[src/rtl/lc3b_types.sv]
// Shared types for the LC-3b L2 cache: way index, L2 control FSM states,
// per-way status from the datapath and per-way control strobes to it.
// Helper functions map a way number onto the wayN fields of those structs.
package lc3b_types;

   typedef logic [2:0] lc3b_c_way;

   typedef enum logic [1:0] {
      l2_idle,
      l2_writeback,
      l2_fill
   } lc3b_l2_fsm_state;

   // Status of one way as seen by the control FSM.
   typedef struct packed {
      logic hit;
      logic d_out;
   } lc3b_l2_way_state;

   typedef struct packed {
      lc3b_l2_way_state way7;
      lc3b_l2_way_state way6;
      lc3b_l2_way_state way5;
      lc3b_l2_way_state way4;
      lc3b_l2_way_state way3;
      lc3b_l2_way_state way2;
      lc3b_l2_way_state way1;
      lc3b_l2_way_state way0;
   } lc3b_L2_state;

   // Load strobes and write values for one way's tag/data, valid and dirty bits.
   typedef struct packed {
      logic load_d;
      logic load_v;
      logic load_TD;
      logic d_in;
      logic v_in;
   } lc3b_l2_way_ctl;

   typedef struct packed {
      logic           load_lru;
      lc3b_l2_way_ctl way7;
      lc3b_l2_way_ctl way6;
      lc3b_l2_way_ctl way5;
      lc3b_l2_way_ctl way4;
      lc3b_l2_way_ctl way3;
      lc3b_l2_way_ctl way2;
      lc3b_l2_way_ctl way1;
      lc3b_l2_way_ctl way0;
   } lc3b_L2_ctl;

   // Gather the eight hit bits, bit N = wayN.hit.
   function automatic logic [7:0] state_hits(input lc3b_L2_state s);
      return {s.way7.hit, s.way6.hit, s.way5.hit, s.way4.hit,
              s.way3.hit, s.way2.hit, s.way1.hit, s.way0.hit};
   endfunction

   // Select the status of way n.
   function automatic lc3b_l2_way_state way_state(input lc3b_L2_state s,
                                                  input lc3b_c_way    n);
      lc3b_l2_way_state w;
      case (n)
         3'd0:    w = s.way0;
         3'd1:    w = s.way1;
         3'd2:    w = s.way2;
         3'd3:    w = s.way3;
         3'd4:    w = s.way4;
         3'd5:    w = s.way5;
         3'd6:    w = s.way6;
         default: w = s.way7;
      endcase
      return w;
   endfunction

   // Return c with way n's control replaced by w.
   function automatic lc3b_L2_ctl ctl_set_way(input lc3b_L2_ctl     c,
                                              input lc3b_c_way      n,
                                              input lc3b_l2_way_ctl w);
      lc3b_L2_ctl r;
      r = c;
      case (n)
         3'd0:    r.way0 = w;
         3'd1:    r.way1 = w;
         3'd2:    r.way2 = w;
         3'd3:    r.way3 = w;
         3'd4:    r.way4 = w;
         3'd5:    r.way5 = w;
         3'd6:    r.way6 = w;
         default: r.way7 = w;
      endcase
      return r;
   endfunction

endpackage

[src/rtl/l2_hit_encoder.sv]
// Purpose: reduce 8 per-way hit bits to hit_any plus lowest-index hit_idx.
// Latency: purely combinational. Backpressure: none.
// Ports: hit[7:0] in; hit_any out (OR of hit); hit_idx[2:0] out (lowest set bit,
// 0 when no hit). Multiple hits are illegal upstream but resolve to the lowest.
module l2_hit_encoder
   import lc3b_types::*;
(
   input  logic [7:0] hit,
   output logic       hit_any,
   output lc3b_c_way  hit_idx
);

   always_comb begin
      hit_any = |hit;
      hit_idx = '0;
      // Scan downward so the lowest set index is the last assignment.
      for (int i = 7; i >= 0; i--) begin
         if (hit[i]) begin
            hit_idx = 3'(i);
         end
      end
   end

endmodule

[src/rtl/l2_cache_control.sv]
// Purpose: control FSM for the 8-way L2; sequences hits, clean-miss fill and
// dirty-victim writeback+fill. Latency: hit 0 wait states; miss 1 + W + F + 1.
// Backpressure: upstream holds mem_read/mem_write until mem_resp; pmem_* held until pmem_resp.
// Ports: clk, rst (sync, active-high); mem_read/mem_write in, mem_resp out;
// state (per-way hit/d_out) and lru_way in from the datapath; ctl, way_sel,
// datain_sel, pmem_addr_sel out to the datapath; pmem_read/pmem_write out,
// pmem_resp in to physical memory.
module l2_cache_control
   import lc3b_types::*;
(
   input  logic         clk,
   input  logic         rst,
   input  logic         mem_read,
   input  logic         mem_write,
   output logic         mem_resp,
   input  lc3b_L2_state state,
   input  lc3b_c_way    lru_way,
   output lc3b_L2_ctl   ctl,
   output lc3b_c_way    way_sel,
   output logic         datain_sel,
   output logic         pmem_addr_sel,
   output logic         pmem_read,
   output logic         pmem_write,
   input  logic         pmem_resp
);

   lc3b_l2_fsm_state fsm;
   lc3b_l2_fsm_state fsm_next;
   lc3b_c_way        victim;
   logic             victim_cap;
   logic             req;
   logic             hit_any;
   lc3b_c_way        hit_idx;
   lc3b_l2_way_ctl   way_ctl;

   assign req = mem_read | mem_write;

   l2_hit_encoder u_hit_enc (
      .hit     (state_hits(state)),
      .hit_any (hit_any),
      .hit_idx (hit_idx)
   );

   // The victim is latched on the miss cycle so a pseudo-LRU update elsewhere
   // cannot retarget an in-flight writeback or fill.
   always_ff @(posedge clk) begin
      if (rst) begin
         fsm    <= l2_idle;
         victim <= '0;
      end else begin
         fsm <= fsm_next;
         if (victim_cap) begin
            victim <= lru_way;
         end
      end
   end

   always_comb begin
      fsm_next      = fsm;
      victim_cap    = 1'b0;
      mem_resp      = 1'b0;
      ctl           = '0;
      way_sel       = '0;
      datain_sel    = 1'b0;
      pmem_addr_sel = 1'b0;
      pmem_read     = 1'b0;
      pmem_write    = 1'b0;
      way_ctl       = '0;

      // Outputs are forced quiet during reset so a pmem_resp coinciding with
      // reset cannot install a line.
      if (!rst) begin
         case (fsm)
            l2_idle: begin
               if (req) begin
                  if (hit_any) begin
                     mem_resp     = 1'b1;
                     way_sel      = hit_idx;
                     ctl.load_lru = 1'b1;
                     // A simultaneous read and write is served as a write.
                     if (mem_write) begin
                        way_ctl.load_TD = 1'b1;
                        way_ctl.load_d  = 1'b1;
                        way_ctl.d_in    = 1'b1;
                        ctl             = ctl_set_way(ctl, hit_idx, way_ctl);
                     end
                  end else begin
                     victim_cap = 1'b1;
                     if (way_state(state, lru_way).d_out) begin
                        fsm_next = l2_writeback;
                     end else begin
                        fsm_next = l2_fill;
                     end
                  end
               end
            end

            l2_writeback: begin
               pmem_write    = 1'b1;
               pmem_addr_sel = 1'b1;
               way_sel       = victim;
               if (pmem_resp) begin
                  fsm_next = l2_fill;
               end
            end

            l2_fill: begin
               pmem_read  = 1'b1;
               way_sel    = victim;
               datain_sel = 1'b1;
               if (pmem_resp) begin
                  // Install clean and valid; the returning IDLE cycle then hits.
                  way_ctl.load_TD = 1'b1;
                  way_ctl.load_v  = 1'b1;
                  way_ctl.v_in    = 1'b1;
                  way_ctl.load_d  = 1'b1;
                  way_ctl.d_in    = 1'b0;
                  ctl             = ctl_set_way(ctl, victim, way_ctl);
                  fsm_next        = l2_idle;
               end
            end

            default: begin
               fsm_next = l2_idle;
            end
         endcase
      end
   end

endmodule

[config.mk]
export PLATFORM = sky130hd
export DESIGN_NAME = l2_cache_control
export DESIGN_NICKNAME = d
export VERILOG_FILES = /design/src/rtl/lc3b_types.sv /design/src/rtl/l2_hit_encoder.sv /design/src/rtl/l2_cache_control.sv
export SDC_FILE = /design/constraint.sdc
export NUM_CORES = 1
export LEC_CHECK = 0
export ABC_AREA = 1
export CORE_MARGIN = 1
export CORE_UTILIZATION = 38
export CTS_BUF_LIST = sky130_fd_sc_hd__clkbuf_4 sky130_fd_sc_hd__clkbuf_8
export DETAILED_ROUTE_END_ITERATION = 8
export PLACE_DENSITY_LB_ADDON = 0.05
export RECOVER_POWER = 25
export SYNTH_ARGS = -nofsm -noshare
export SYNTH_HDL_FRONTEND = slang
export SYNTH_SLANG_ARGS = --single-unit
[constraint.sdc]
create_clock -name clk -period 2.2 [get_ports clk]
set_input_delay 0.22 -clock clk [delete_from_list [all_inputs] [get_ports clk]]
set_output_delay 0.22 -clock clk [all_outputs]
set_load 0.01 [all_outputs]
==> impl_metrics.toml <==
[critical_path]
critPathKind = "flop to output pin"
path_buf_inv = 5
r2r_start = "fsm[1]"
crit_path_frequent_cell = "inv_1"
worst_ep_arrival_time_ns = 2.05
crit_fanout = 5
start_kind = "flop"
max_stage_delay_ns = 0.52
crit_path_end_kind = "output pin"
crit_chain = "inv_1, ha_2, inv_1, nor2_4, nand4_4, inv_1, nand2_1, inv_1, clkdlybuf4s50_1"
required_ns = 1.98
cp_slowest_cell = "clkdlybuf4s50_1"
cp_top_family = "buffers and inverters"
critPathLaunch = "fsm[1]"

[routing]
first_pass_iters = 4
drc = 0
vias = 1310
drt_wl_total_um = 3289
dr.first_iter.drc_count = 17
vias_per_cell = 4.799
ant_nets = 0
avgRoutedWirePerCell_um = 12.05

[power_and_ir_drop]
leakagePower_uw = 0.001338
pwr_density_cell_mw_per_mm2 = 212.8
vdd_drop_max_v = 0.0004016

[synth]
ys_seq_area_share_pct = 10.36
ys_top_cells_by_area = "buf_4 (14%), inv_1 (13%), nor2_1 (11%), dfxtp_1 (10%), nand2_1 (10%)"
synth_top_area_share_pct = 13.99
ys_ff_latch = 5
synth_cell_types = 26
syn_area_um2 = 965.9
postSynthCellCount = 167
syn_nets = 195
syn_avg_cell_area_um2 = 5.784
synth_top_cell_by_area = "buf_4"
ys.warnings.count = 0

[timing]
max_freq_ghz = 0.4414
fin_crit_ns = 2.266
hold_violations = 0
setup_viol = 1
grt_setup_unrepaired = "yes"
clock_skew_ns = 0.001444
slew_headroom_pct = 82.74
report.final.slew_viol_count = 0
finalCritPeriodShare_pct = 103.0
tightest_slew_ns = 0.2584
worst_slack_ns = -0.06562

[clocking]
root_buffer = "clkbuf_4"
path_clk_slew_ns = 0.04
h-tree-depth = 1
tritoncts = "yes"
clockBufferDepth = 2
cts_buffers = 3
holdBufCountCts = 0
cts.sinks = 5
insertion_delay_ns = 0.25

[global_route]
grt-ovfl-total = 0
grt_usage_pct = 22.19
grt_pass1_wl_um = 4657
grt_pass1_vias = 1174
grt_max_degree = 7
antenna_found_initial = 0

[worst_hold_path]
hold_path_class = "flop to flop"
worstHoldStart = "fsm[0]"

[run_status]
run_status = "finished with violations"
violations = "setup timing"

[floorplanning]
die_w_um = 52.42
die-area_mm2 = 0.002747
start_util_pct = 42.05
rows = 17
pin_count = 73
dieHeight_um = 52.42
fp.coreArea_mm2 = 0.002297

[final_layout]
final_cell_count_no_fill = 273
nets = 274
area_growth_pct = 92.49
postLayoutCellArea_mm2 = 0.001859
drive_gt1_share_pct = 22.45
num_antenna_cells = 0

[place]
io_buffers = 72
placed_cell_area_mm2 = 0.001679
dp_cells = 261
gp_congestion = 0.7562
hpwl_um = 2457
dp_slack_ns = -0.1079

[run]
drv_cap = 0
[cell families after synthesis]
logic type | share of synthesized area, %
and+or+nand+nor | 42.75
DFF | 10.36
buffers and inverters | 28.11
AOI/OAI and AO/OA | 13.60
adders and majority gates | 5.182
[cells in the final DEF, fill, tap and decap left out, types with 3 or more instances in the layout]
cell             count
nor2_2               8
clkdlybuf4s50_1     27
a21oi_1              4
nor2_4               5
dfxtp_1              5
o21ai_0              5
o21ai_1              3
dlymetal6s2s_1      22
buf_4               21
clkdlybuf4s25_1      3
nand3_1              9
clkbuf_4             4
o21bai_1             5
dlygate4sd2_1       14
inv_1               34
nand2_1             26
ha_1                 3
nor2_1              21
[Yosys cell counts]
master	number
nor2_1	29
ha_1	4
o21ai_2	1
nand2_4	1
nand2_1	26
inv_1	33
o21bai_1	6
a21oi_2	2
nand2_2	2
nor2_8	1
inv_2	2
nor2_4	2
o21ai_0	5
or2_2	1
nor2_2	3
nand3b_1	1
nand4_2	2
nor3_1	2
buf_4	18
nand3_2	1
a21oi_1	4
nand4_1	2
buf_2	1
o21ai_1	3
nand3_1	10
dfxtp_1	5
[worst paths after layout]
path / end / slack [ns] / cells after the start
worst max-delay path: ctl[36] / -0.07 / 9
worst min-delay path: fsm[0] / 0.53 / 2
worst max register to register: victim[2] / 0.71 / 8
worst min register to register: fsm[0] / 0.53 / 2
[cell type report]
type | count | area [µm²]
multi-input combinational | 108 | 669.4
timing repair buffer | 93 | 893.4
sequential | 5 | 100.1
tap | 28 | 35.03
fill | 163 | 437.9
inverter | 35 | 131.4
clock buffer | 4 | 30.03
[through the flow]
step	utilization, %	TNS, ns	total power, µW	hold slack [ns]
finish	80.94	-0.06562	395.6	0.5294
global route	80.94	-0.4810	418.3	0.5500
CTS	76.42	-1.064	395.9	0.5304
detailed placement	73.09	-1.253	265.9	0.5149
global placement	73.09	-0.2314	261.3	0.5016
floorplan	-	0	171.2	0.3870
[metal layers]
layer / up-vias / wire (µm) / GRT usage (%)
li1: 652 / - / -
met4: 0 / 27 / 4.825
met3: 4 / 229 / 2.899
met2: 59 / 1806 / 45.57
met5: - / 0 / 0
met1: 595 / 1226 / 22.98
[repair_timing]
action                                  4_1_cts  5_1_grt
pin swaps                                     7        2
resized for setup                            25       42
endpoints found under the setup margin       42       31
setup buffers                                 3        5
[sequential cells by signal (all words and copies together) (netlist names)]
register / cells
victim: 3
fsm: 2
[worst min-delay path, delay by kind of cell (launching register included)]
family	cells	cell delay, ns
DFF	1	0.33
AOI/OAI and AO/OA	1	0.06
and+or+nand+nor	1	0.08
[power by group]
group          total (µW)  switching, µW  internal, µW  leakage, µW
registers            92.9          0.953          91.9    0.0000403
logic                 182           87.5          94.6      0.00128
clock network         121           39.6          81.0    0.0000184
(Power assumes the default switching activity.)
